==> src/rtl/raw_fifo_frame_arbiter.sv <==
// Frame-granular round-robin write arbiter sharing one 9-bit raw FIFO between two byte sources.
// Optional stall recovery (forced frame abort + drop of the stalled source's remainder): `define RAW_ARB_STALL_ABORT_EN.
module raw_fifo_frame_arbiter #(
  parameter int unsigned CNT_W       = 4,
  parameter int unsigned STALL_LIMIT = 1024,
  parameter logic [7:0]  ABORT_BYTE  = 8'h00
) (
  input  logic             clk,
  input  logic             rst,
  input  logic [7:0]       s0_data,
  input  logic             s0_valid,
  input  logic             s0_last,
  output logic             s0_ready,
  input  logic [7:0]       s1_data,
  input  logic             s1_valid,
  input  logic             s1_last,
  output logic             s1_ready,
  output logic [8:0]       fifo_di,
  output logic             fifo_we,
  input  logic             fifo_full,
  input  logic             fifo_afull,
  input  logic             frame_pop,
  output logic [CNT_W-1:0] frames_pending,
  output logic [1:0]       grant,
  output logic             abort
);
  localparam logic [1:0] ST_IDLE = 2'd0;
  localparam logic [1:0] ST_XFER = 2'd1;

  logic [1:0] state;
  logic       rr_last;  // source served most recently; reset to 1 so s0 wins the first tie
  logic [1:0] drop;
  logic [1:0] elig;
  logic       sel;
  logic       g_valid;
  logic       g_last;
  logic [7:0] g_data;
  logic       accept;
  logic       done;
  logic       pend_dec;

`ifdef RAW_ARB_STALL_ABORT_EN
  localparam logic [1:0]  ST_ABORT = 2'd2;
  localparam int unsigned SC_W     = $clog2(STALL_LIMIT + 1);
  logic [SC_W-1:0] stall_cnt;
`endif

  always_comb begin
    sel      = grant[1];
    g_valid  = sel ? s1_valid : s0_valid;
    g_last   = sel ? s1_last  : s0_last;
    g_data   = sel ? s1_data  : s0_data;
    elig     = {s1_valid & ~drop[1], s0_valid & ~drop[0]};
    s0_ready = drop[0] | (state == ST_XFER && grant[0] && !fifo_full);
    s1_ready = drop[1] | (state == ST_XFER && grant[1] && !fifo_full);
    accept   = (state == ST_XFER) && (grant != 2'b00) && g_valid && !fifo_full;
    fifo_we  = accept;
    fifo_di  = accept ? {g_last, g_data} : '0;
    abort    = 1'b0;
`ifdef RAW_ARB_STALL_ABORT_EN
    if (state == ST_ABORT && !fifo_full) begin
      fifo_we = 1'b1;
      fifo_di = {1'b1, ABORT_BYTE};
      abort   = 1'b1;
    end
`endif
    done     = (accept && g_last) || abort;
    pend_dec = frame_pop && (frames_pending != '0);
  end

  always_ff @(posedge clk) begin
    if (rst) begin
      state   <= ST_IDLE;
      grant   <= '0;
      rr_last <= 1'b1;
    end else begin
      case (state)
        ST_IDLE: begin
          if (!fifo_afull && elig != 2'b00) begin
            state <= ST_XFER;
            grant <= (elig == 2'b11) ? (rr_last ? 2'b01 : 2'b10) : elig;
          end
        end
        ST_XFER: begin
          if (accept && g_last) begin
            state   <= ST_IDLE;
            grant   <= '0;
            rr_last <= sel;
          end
`ifdef RAW_ARB_STALL_ABORT_EN
          else if (!g_valid && stall_cnt == SC_W'(STALL_LIMIT - 1)) begin
            state <= ST_ABORT;
          end
`endif
        end
`ifdef RAW_ARB_STALL_ABORT_EN
        ST_ABORT: begin
          if (abort) begin
            state   <= ST_IDLE;
            grant   <= '0;
            rr_last <= sel;
          end
        end
`endif
        default: begin
          state <= ST_IDLE;
          grant <= '0;
        end
      endcase
    end
  end

  // Simultaneous completion and pop cancel; pop at zero is ignored, increment saturates.
  always_ff @(posedge clk) begin
    if (rst) begin
      frames_pending <= '0;
    end else if (done && !pend_dec) begin
      if (frames_pending != '1) frames_pending <= frames_pending + CNT_W'(1);
    end else if (!done && pend_dec) begin
      frames_pending <= frames_pending - CNT_W'(1);
    end
  end

`ifdef RAW_ARB_STALL_ABORT_EN
  // Stall counter only advances on idle cycles of the granted source; any accepted byte restarts it.
  always_ff @(posedge clk) begin
    if (rst || state != ST_XFER || accept) stall_cnt <= '0;
    else if (!g_valid) stall_cnt <= stall_cnt + SC_W'(1);
  end

  always_ff @(posedge clk) begin
    if (rst) begin
      drop <= '0;
    end else begin
      if (drop[0] && s0_valid && s0_last) drop[0] <= 1'b0;
      if (drop[1] && s1_valid && s1_last) drop[1] <= 1'b0;
      if (abort) drop[sel] <= 1'b1;
    end
  end
`else
  logic unused_cfg;
  assign drop       = '0;
  assign unused_cfg = ^{STALL_LIMIT, ABORT_BYTE};
`endif

endmodule

==> config.mk <==
export PLATFORM = sky130hd
export DESIGN_NAME = raw_fifo_frame_arbiter
export DESIGN_NICKNAME = d
export VERILOG_FILES = /design/src/rtl/raw_fifo_frame_arbiter.sv
export SDC_FILE = /design/constraint.sdc
export NUM_CORES = 1
export LEC_CHECK = 0
export CORE_MARGIN = 5
export CORE_UTILIZATION = 38
export DETAILED_ROUTE_END_ITERATION = 7
export GPL_TIMING_DRIVEN = 0
export PLACE_DENSITY = 0.83
export SYNTH_ARGS = -nofsm -noshare
export SYNTH_HDL_FRONTEND = slang
export SYNTH_SLANG_ARGS = --single-unit
==> constraint.sdc <==
create_clock -name clk -period 5.6 [get_ports clk]
set_clock_uncertainty 0.05 [all_clocks]
set_input_delay 1.12 -clock clk [delete_from_list [all_inputs] [get_ports clk]]
set_output_delay 1.12 -clock clk [all_outputs]
set_load 0.01 [all_outputs]
* Yosys cells after proc, flatten, opt, wreduce, memory -nomap -nowiden
Index checks and enable logic that the tools add are counted. Widths: inputs -> output; s select.
Storage, ports and cells: flip-flop bits (word level) 9
Cells by class: multiplexer cells 14, equal/unequal tests 6, add/sub/neg operators 2, reductions and logical operators 24
Operators by type and width (number):
- $logic_and 1x1->1 | 12
- $mux 4 | 3
- $mux 2 | 5
- $mux 9 | 1
- $mux 8 | 1
- $pmux 2 s2 | 2
- $reduce_and 2->1 | 3
- $reduce_bool 2->1 | 3
- $add 4x1->4 const B | 1
- $logic_not 1->1 | 4
- $ne 2x2->1 const B | 2
- $ne 4x4->1 const B | 1
- $reduce_bool 4->1 | 1
- $sub 4x1->4 const B | 1
- $eq 2x1->1 const B | 1
- $eq 2x2->1 const B | 1
- $logic_not 2->1 | 1
- $mux 1 | 2
- $ne 2x1->1 const B | 1

* Longest topological paths before layout
Gate-level depths: netlist of run 1.
depth after elaboration 9, gate-level depth with buffers 7

* Worst setup path after synthesis of run 1
Ideal clock, no wire load.
kind input to output, from in s0_valid, to out fifo_di[0], stages on the path 3, data arrival time 1.848 ns, slack 2.582 ns, data required time 4.430 ns, path through and3b_1 -> o21ai_1 -> nor2_1
Between the ends: cells in the longest elaborated chain, start to end 4
Ends and longest elaborated chain:
- start, declared | line 11 | input logic s0_valid,
- $mux 1 | line 50 | g_valid = sel ? s1_valid : s0_valid;
- $logic_and 1x1->1 (2 in a row) | line 56 | accept = (state == ST_XFER) && (grant != 2'b00) && g_valid && !fifo_full;
- $mux 9 | line 58 | fifo_di = accept ? {g_last, g_data} : '0;
- end, declared | line 18 | output logic [8:0] fifo_di,
Every way passes these cells.

* Worst setup path after layout of run 1
from in s1_valid, to out fifo_di[0]
Between the ends: cells in the longest elaborated chain, start to end 4
Ends and longest elaborated chain:
- start, declared | line 15 | input logic s1_valid,
- $mux 1 | line 50
- $logic_and 1x1->1 (2 in a row) | line 56
- $mux 9 | line 58
Every way passes these cells.

==> metrics, run 1 <==
status=finished clean; setup bufs post-CTS=0; Yosys warnings=0; Main synth FF type=dfxtp_1; first-pass GRT wire length=approximately 3500 µm; register area share after synthesis=0.2319; number of port buffers=42; share of flip-flops with an asynchronous set or reset=0; synth top area cells=dfxtp_1 23%, mux2i_1 13%, nor2_1 6.5%; Crit. End Element=primary output; Final nets=157; Die H=52.63 µm; design area=1165 µm²; P per Cell Area=249.0 nW/µm²; Post-synth EDFFs=0; FF+latch count, synth=8; CTS tree=built; Layout Cells excl Fill=152; Root Buffer=clkbuf_4; Hold WC Path Type=reg -> reg; area of the multi-input gates=508.0 µm²; placed cell area=1142 µm²; max frequency=240.4 MHz; hold buffers post-CTS=0; drt via density=~5.1; max-cap viol count=0; Place WS=about 1.4 ns; HPWL after detailed placement=around 1800 µm; CTS resizes=0; RSZ-0062 raised after global routing=no; period utilization=0.7427; critical path arrival=2.99 ns; Detailed Routing Iterations Pass 1=4; Clock Path Buffers=2; Max Used Layer=met3; most common cell after layout, fill and taps aside=clkdlybuf4s50_1; mean routed wirelength per cell=14.14 µm; WS Path Type=in -> out; Mapped Cells=slightly above 80; htree depth=1; met3 wire len=59 µm; Worst-Skew Late Latency=0.25 ns; Storage cell area=160.2 µm²; row cnt=15; most frequent cells in the layout=42 x clkdlybuf4s50_1, 12 x nor2_1, 9 x mux2i_1; Detailed Route WL=around 2100 µm; initial core utilization=0.4000; top cell type's share of synthesized area=0.2319; final-layout fill cell count=~150; post-route setup slack=between 1 and 1.5 ns; vias in the first global route=766; mapped cell area=690.7 µm²; leading area contributor after synthesis=dfxtp_1; # diodes=0; full die area=approximately 2800 µm²; fraction of layout cells with a size suffix above 1=0.07087; GP Congestion=0.9044; vias after detailed routing=slightly below 800; Fin Setup TNS=0 ns; post-route minimum period=4.159 ns; post-synth cell types=35; Worst EP required=around 4.4 ns; pin count of the biggest net entering global routing=11; Syn Nets=110; met2 WL post-DR=~1200 µm; clk slew on worst S/H paths=around 0.050 ns; DR iter-0 viols=21; Synth-to-Final Area Change=68.66%; leakage=0.0004467 µW; # clock sinks=8; total core area=1727 µm²; Finish-stage setup viols=0; Critical Path Source Type=primary input; M1 wire length=about 910 µm; io pins=44; VDD IR max=around 0.21 mV; DRC=0; Remaining Overflow, GRT=0; final slew viol count=0; max_slew headroom=0.5686; Final Hold Fails=0; Tot GR Track Use=0.1667; actual slew at the worst max-slew pin=roughly 0.65 ns; initial antenna violation count=0; Mean Syn Cell Area=8.423 µm²; ANT nets after route=0; dpl cells=around 150; Die X=52.63 µm; CTS buffer count=3; CP max FO=9
[sequential cells by signal, summed over array words and instances, names as in the netlist]
signal          flops
frames_pending      4
grant               2
rr_last             1
state               1
[area by class of cell]
class	count	area share
multi-input cells	69	0.4361
repair buffers	42	0.3609
clock buffers	3	0.01933
well taps	25	0.02685
flip-flops and latches	8	0.1375
inverters	2	0.006445
plain buffers	3	0.01289
[layer usage]
metal	up-vias	global-route usage
li1	391	-
met1	372	0.2048
met2	15	0.2831
met3	0	0.03989
met4	0	0.05106
met5	-	0
[Yosys cell counts (2+ instances only)]
library cell / count
a21o_1: 2
a21oi_1: 4
and2_1: 3
dfxtp_1: 8
ha_1: 2
mux2_1: 2
mux2i_1: 9
nand2_1: 4
nand2b_1: 3
nand3_1: 4
nand4_1: 3
nor2_1: 12
nor2b_1: 3
o211ai_1: 2
[critical path, cell delays in order]
cell	delay [ns]
clkdlybuf4s50_1	0.47
and2_1	0.24
o21ai_1	0.53
nor2_1	0.11
clkdlybuf4s50_1	0.51
[cells by family after synthesis]
kind of cell | count (synthesis) | synth area share
DFF | 8 | 0.2319
xor gates and xnor gates | 1 | 0.01268
and+or+nand+nor | 37 | 0.2808
adders and majority gates | 3 | 0.06521
muxes | 13 | 0.2120
AOI/OAI and AO/OA | 14 | 0.1594
other | 1 | 0.005430
buffers and inverters | 5 | 0.03259
[path summary, 6_finish.rpt]
kind,startpoint,end,slack (ns),cells past startpoint
hold reg to reg,state[0],state[0],0.44,2
setup reg to reg,frames_pending[0],frames_pending[3],3.13,7
hold / removal,state[0],state[0],0.44,2
setup / recovery,s1_valid,fifo_di[0],1.44,5
[metrics by stage]
stage,hold WS (ns),total power (µW),utilization
after global placement,0.4200,239.0,0.6616
after global routing,0.4605,317.5,0.6746
final,0.4355,290.0,0.6746
after CTS,0.4332,291.0,0.6746
after detailed placement,0.4238,246.5,0.6616
after floorplan,0.3959,183.9,-
[power breakdown]
part           internal (µW)  switching (µW)  total [µW]
clock network           24.4            18.0        42.5
registers               70.1            21.8        91.9
logic                   87.2            68.5         156
(Power assumes the default switching activity.)
==> run 2, diff against run 1 <==
--- a/config.mk
+++ b/config.mk
@@ -6,10 +6,10 @@
 export NUM_CORES = 1
 export LEC_CHECK = 0
 export CORE_MARGIN = 5
-export CORE_UTILIZATION = 38
+export CORE_UTILIZATION = 32
 export DETAILED_ROUTE_END_ITERATION = 7
 export GPL_TIMING_DRIVEN = 0
-export PLACE_DENSITY = 0.83
+export PLACE_DENSITY = 0.75
 export SYNTH_ARGS = -nofsm -noshare
 export SYNTH_HDL_FRONTEND = slang
 export SYNTH_SLANG_ARGS = --single-unit
==> constraint.sdc (replaced) <==
create_clock -name clk -period 3.49 [get_ports clk]
set_clock_uncertainty 0.05 [all_clocks]
set_input_delay 0.698 -clock clk [delete_from_list [all_inputs] [get_ports clk]]
set_output_delay 0.698 -clock clk [all_outputs]
set_load 0.01 [all_outputs]
==> run 2 against run 1 <==
Against the previous run:
- clock-buffer cell count stayed put
- power rose by 61%
- worst setup slack got worse by 1.3 ns
- sequential share of layout area hardly changed
- clock power increased by 60%
- first-iteration DRC count fell by 38%
- sequential power increased by 62%
- critical path type unchanged
- critical endpoint is now fifo_di[6]
- largest power group unchanged
- highest routed layer is now met4
==> metrics, run 2 (synthesis gave the netlist of run 1 again) <==
status=finished clean; DR iter-0 viols=13 (-38%); Crit. End Element=primary output; Storage cell area=160.2 µm² (unchanged); first-pass GRT wire length=3643 µm (+3.5%); io pins=44 (unchanged); DRC=0 (unchanged); VDD IR max=0.4258 mV (+100%); # clock sinks=8 (unchanged); final-layout fill cell count=173 (+12%); Cell Int Power=291.4 µW (+60%); Buf/Inv on CP=2 (unchanged); Finish-stage setup viols=0 (unchanged); CTS buffer count=3 (unchanged); most common cell after layout, fill and taps aside=clkdlybuf4s50_1; grt met2 use=0.2607 (-0.02233); Largest register FFs=4 (unchanged); Sw Pwr=175.2 µW (+62%); clk slew on worst S/H paths=0.05 ns (about the same); Hold WC Path Type=reg -> reg; critical path depth=5 (unchanged); Remaining Overflow, GRT=0 (unchanged); drt via density=4.987 (-2.6%); HPWL after detailed placement=1848 µm (+4.7%); max_slew headroom=0.5446 (-0.02403); Worst EP required=2.74 ns (-1.69 ns); post-route minimum period=3.343 ns; initial antenna violation count=0 (unchanged); htree depth=1 (unchanged); Tot GR Track Use=0.1429 (-0.02381); WS Path Type=in -> out; Reg with most FFs=frames_pending; area of the multi-input gates=508.0 µm² (unchanged); RSZ-0062 raised after global routing=no; period utilization=0.9579; dpl cells=151 (+1.3%); Synth-to-Final Area Change=69.02%; max frequency=299.1 MHz; Seq pwr share=0.319 (+0.002); Detailed Routing Iterations Pass 1=4 (unchanged); Final nets=157 (unchanged); total core area=2002 µm² (+16%); number of port buffers=42 (unchanged); mean routed wirelength per cell=14.55 µm (+2.9%); final slew viol count=0 (unchanged); max incr delay on CP=0.55 ns (+0.02 ns); vias after detailed routing=768 (-1.3%); cell depth of the worst flop-to-flop path=7 (unchanged); critical path arrival=2.60 ns (-0.39 ns); most frequent cells in the layout=42 x clkdlybuf4s50_1, 12 x nor2_1, 9 x mux2i_1; full die area=3187 µm² (+15%); Die X=56.46 µm (+7.3%); Root Buffer=clkbuf_4; met1 GRT Util=0.1621 (-0.04269); Critical Path Source Type=primary input; slack of the worst reg-to-reg path=1.02 ns (-2.11 ns); clock power share=0.146 (about the same); r2r startpoint=frames_pending[0]; fraction of layout cells with a size suffix above 1=0.07087 (unchanged); Crit path top cell by count=clkdlybuf4s50_1; CTS resizes=0 (unchanged); Fin Setup TNS=0 ns (unchanged); worst r2r dst=frames_pending[3]; worst path cell trace=clkdlybuf4s50_1, and3b_1, o21ai_1, nor2_1, clkdlybuf4s50_1; Layout Cells excl Fill=154 (+1.3%); row cnt=16 (+1); Die H=56.46 µm (+7.3%); critical path's top delay family=buffers and inverters; Detailed Route WL=2240 µm (+4.2%); Worst-Skew Late Latency=0.25 ns (about the same); P per Cell Area=399.6 nW/µm² (+61%); Largest regs=frames_pending (4), grant (2); CP max FO=9 (unchanged); initial core utilization=0.3450 (-0.05500); max-cap viol count=0 (unchanged); GRT met3 Usage=0.04128 (+0.001398); pin count of the biggest net entering global routing=11 (unchanged); Final Hold Fails=0 (unchanged); hold_ws=0.4377 ns (+0.002240 ns); CTS tree=built; # diodes=0 (unchanged); Gate power share=0.535 (-0.002); leakage=0.0004467 µW (unchanged); setup bufs post-CTS=0 (unchanged); actual slew at the worst max-slew pin=0.6785 ns (+0.03149 ns); vias in the first global route=749 (-2.2%); CP Launch Point=s0_valid; Critical Path End=fifo_di[6]; hold buffers post-CTS=0 (unchanged); Clock Path Buffers=2 (unchanged); grt peak-use layer=met2; GP Congestion=0.8209 (-9.2%); ANT nets after route=0 (unchanged); Sw Ratio=0.3755 (+0.001965); final core utilization=0.5831 (-0.09151); crit path max-delay cell type=o21ai_1
run 2: cell counts in the layout (fill, tap and decap cells not counted):
Identical to the previous run, type by type.
run 2: how the worst min path moves through the flow:
stage / start / endpoint / depth (start not counted)
final: state[0] / state[0] / 2
after global routing: rr_last / rr_last / 2
after CTS: state[0] / state[0] / 2
after detailed placement: rr_last / rr_last / 2
after global placement: state[0] / state[0] / 2
after floorplan: state[0] / state[0] / 2
run 2: worst register-to-register path: stages, from the launching register on:
cell and delay (ns):
dfxtp_1 0.39, o41ai_1 0.55, o2111ai_1 0.36, ha_1 0.37, a21o_1 0.19, a21oi_1 0.24, nand4_1 0.15, nand4_1 0.12
run 2: layout make-up:
type | instances | share of cell area
Multi-Input combinational cell | 69 | 0.4352
Timing Repair Buffer | 42 | 0.3601
Sequential cell | 8 | 0.1372
Tap cell | 27 | 0.02894
Clock buffer | 3 | 0.01929
Buffer | 3 | 0.01286
Inverter | 2 | 0.006431
run 2: power groups by stage:
| stage | Sequential, µW | Combinational, µW | Clock [µW] |
|---|---|---|---|
| 2_1_floorplan | 150 | 145 | 0 |
| 3_3_place_gp | 147 | 239 | 0 |
| 3_5_place_dp | 149 | 249 | 0 |
| 4_1_cts | 148 | 250 | 71.5 |
| 5_1_grt | 156 | 271 | 80.7 |
| 6_report | 149 | 250 | 68.1 |
run 2: per-layer routing:
metal	up-vias	wire [µm]	share of wire
met5	-	0	0
met4	0	14	0.0063
met3	2	75	0.033
met2	13	1251	0.56
met1	365	898	0.40
li1	388	-	-
run 2: per-stage QoR:
step | worst slack [ns] | instance area, µm² | total power [µW]
finish | 0.1468 | 1167 | 466.5
global route | 0.1150 | 1167 | 507.9
CTS | 0.1781 | 1167 | 469.4
detailed placement | 0.1790 | 1145 | 398.1
global placement | 0.2197 | 1145 | 385.5
floorplan | 1.259 | 690.7 | 295.2
==> run 3, diff against run 2 <==
--- a/config.mk
+++ b/config.mk
@@ -5,6 +5,7 @@
 export SDC_FILE = /design/constraint.sdc
 export NUM_CORES = 1
 export LEC_CHECK = 0
+export CORE_ASPECT_RATIO = 1.2
 export CORE_MARGIN = 5
 export CORE_UTILIZATION = 32
 export DETAILED_ROUTE_END_ITERATION = 7
==> run 3 against run 2 <==
Against the previous run:
- wire length fell by 3.5%
- maximum frequency rose by 1.4%
- critical path depth did not move
- worst setup slack improved by 0.046 ns
- clock power rose by 4.0%
- via count rose by 2.0%
- first-iteration DRC count rose by 77%
- critical path type unchanged
- largest cell class unchanged
- highest routed layer unchanged
==> metrics, run 3 (synthesis gave the netlist of run 1 again) <==
status=finished clean; CTS resizes=0 (unchanged); first-pass GRT wire length=3636 µm (-0.19%); mean routed wirelength per cell=13.76 µm (-5.4%); slack of the worst reg-to-reg path=1.09 ns (+0.07 ns); final core utilization=0.5652 (-0.01791); most frequent cells in the layout=42 x clkdlybuf4s50_1, 12 x nor2_1, 9 x mux2i_1; # clock sinks=8 (unchanged); critical path arrival=2.55 ns (-0.05 ns); total core area=2072 µm² (+3.5%); pin count of the biggest net entering global routing=11 (unchanged); Reg with most FFs=frames_pending; setup bufs post-CTS=0 (unchanged); Tot GR Track Use=0.1507 (+0.007876); cell depth of the worst flop-to-flop path=6 (-1); io pins=44 (unchanged); r2r startpoint=frames_pending[0]; fraction of layout cells with a size suffix above 1=0.07087 (unchanged); worst path cell trace=clkdlybuf4s50_1, and3b_1, o21ai_1, nor2_1, clkdlybuf4s50_1; CP Launch Point=s0_valid; dpl cells=154 (+2.0%); Fin Setup TNS=0 ns (unchanged); Detailed Route WL=2161 µm (-3.5%); Crit. End Element=primary output; Buf/Inv on CP=2 (unchanged); max frequency=303.3 MHz (+1.4%); ANT nets after route=0 (unchanged); DR iter-0 viols=23 (+10); Layout Cells excl Fill=157 (+1.9%); critical path's top delay family=buffers and inverters; final slew viol count=0 (unchanged); most common cell after layout, fill and taps aside=clkdlybuf4s50_1; Hold WC Path Type=reg -> reg; Final nets=157 (unchanged); worst r2r dst=frames_pending[2]; # diodes=0 (unchanged); htree depth=1 (unchanged); RSZ-0062 raised after global routing=no; critical path depth=5 (unchanged); drt via density=4.987 (about the same); P per Cell Area=399.8 nW/µm² (about the same); actual slew at the worst max-slew pin=0.6270 ns (-0.05153 ns); hold buffers post-CTS=0 (unchanged); WS Path Type=in -> out; Remaining Overflow, GRT=0 (unchanged); leakage=0.0004467 µW (unchanged); initial core utilization=0.3333 (-0.01167); Synth-to-Final Area Change=69.56%; Finish-stage setup viols=0 (unchanged); Die X=52.41 µm (-7.2%); vias in the first global route=772 (+3.1%); max_slew headroom=0.5820 (+0.03739); Critical Path End=fifo_di[4]; crit path max-delay cell type=o21ai_1; initial antenna violation count=0 (unchanged); max-cap viol count=0 (unchanged); DRC=0 (unchanged); GP Congestion=0.7016 (-15%); Die H=60.89 µm (+7.9%); HPWL after detailed placement=1776 µm (-3.9%); Root Buffer=clkbuf_4; Detailed Routing Iterations Pass 1=4 (unchanged); max incr delay on CP=0.51 ns (-0.04 ns); CP max FO=9 (unchanged); Crit path top cell by count=clkdlybuf4s50_1; Worst EP required=2.74 ns (about the same); Worst-Skew Late Latency=0.25 ns (about the same); full die area=3191 µm² (+0.13%); vias after detailed routing=783 (+2.0%); number of port buffers=42 (unchanged); Final Hold Fails=0 (unchanged); clk slew on worst S/H paths=0.05 ns (about the same); Largest register FFs=4 (unchanged); post-route minimum period=3.297 ns (-0.04636 ns); row cnt=18 (+2); CTS buffer count=3 (unchanged); CTS tree=built; Critical Path Source Type=primary input; period utilization=0.9446 (-0.01328); Largest regs=frames_pending (4), grant (2); Clock Path Buffers=2 (unchanged); VDD IR max=0.2972 mV (-30%)
## run 3: layout make-up
type,count,area [µm²]
Fill cell,193,900.9
Multi-Input combinational cell,69,508.0
Timing Repair Buffer,42,420.4
Sequential cell,8,160.2
Tap cell,30,37.54
Clock buffer,3,22.52
Buffer,3,15.01
Inverter,2,7.507
## run 3: tightest hold or removal path: stages (launching register included)
cell,delay (ns)
dfxtp_1,0.32
nand2_1,0.06
a21oi_1,0.05
## run 3: worst min-delay path by stage
stage,to,cells after the start,startpoint,slack (ns)
6_report,state[0],2,state[0],0.43
3_5_place_dp,state[0],2,state[0],0.42
5_1_grt,state[0],2,state[0],0.44
3_3_place_gp,state[0],2,state[0],0.42
2_1_floorplan,state[0],2,state[0],0.40
4_1_cts,state[0],2,state[0],0.43
## run 3: per-layer routing
metal,track usage,part of all wire,vias up
met5,0,0,-
met4,0.03285,0.0060,0
met3,0.04914,0.072,2
met2,0.2642,0.50,33
met1,0.1786,0.42,355
li1,-,-,393
## run 3: power by group
| part | leakage, µW | switching (µW) | total, µW | internal, µW |
|---|---|---|---|---|
| registers | 0.0000657 | 35.6 | 148 | 112 |
| clock network | 0.0000138 | 31.4 | 70.8 | 39.4 |
| logic | 0.000367 | 109 | 250 | 140 |
| total | 0.000447 | 176 | 468 | 292 |
## run 3: per-stage QoR
| step | setup slack (ns) | power (µW) | hold slack, ns | area, µm² |
|---|---|---|---|---|
| 3_3_place_gp | 0.2243 | 386.1 | 0.4162 | 1149 |
| 3_5_place_dp | 0.1764 | 398.6 | 0.4220 | 1149 |
| 4_1_cts | 0.1680 | 472.7 | 0.4295 | 1171 |
| 5_1_grt | 0.02939 | 507.7 | 0.4414 | 1171 |
| 2_1_floorplan | 1.259 | 295.2 | 0.3959 | 690.7 |
| 6_report | 0.1932 | 468.2 | 0.4273 | 1171 |
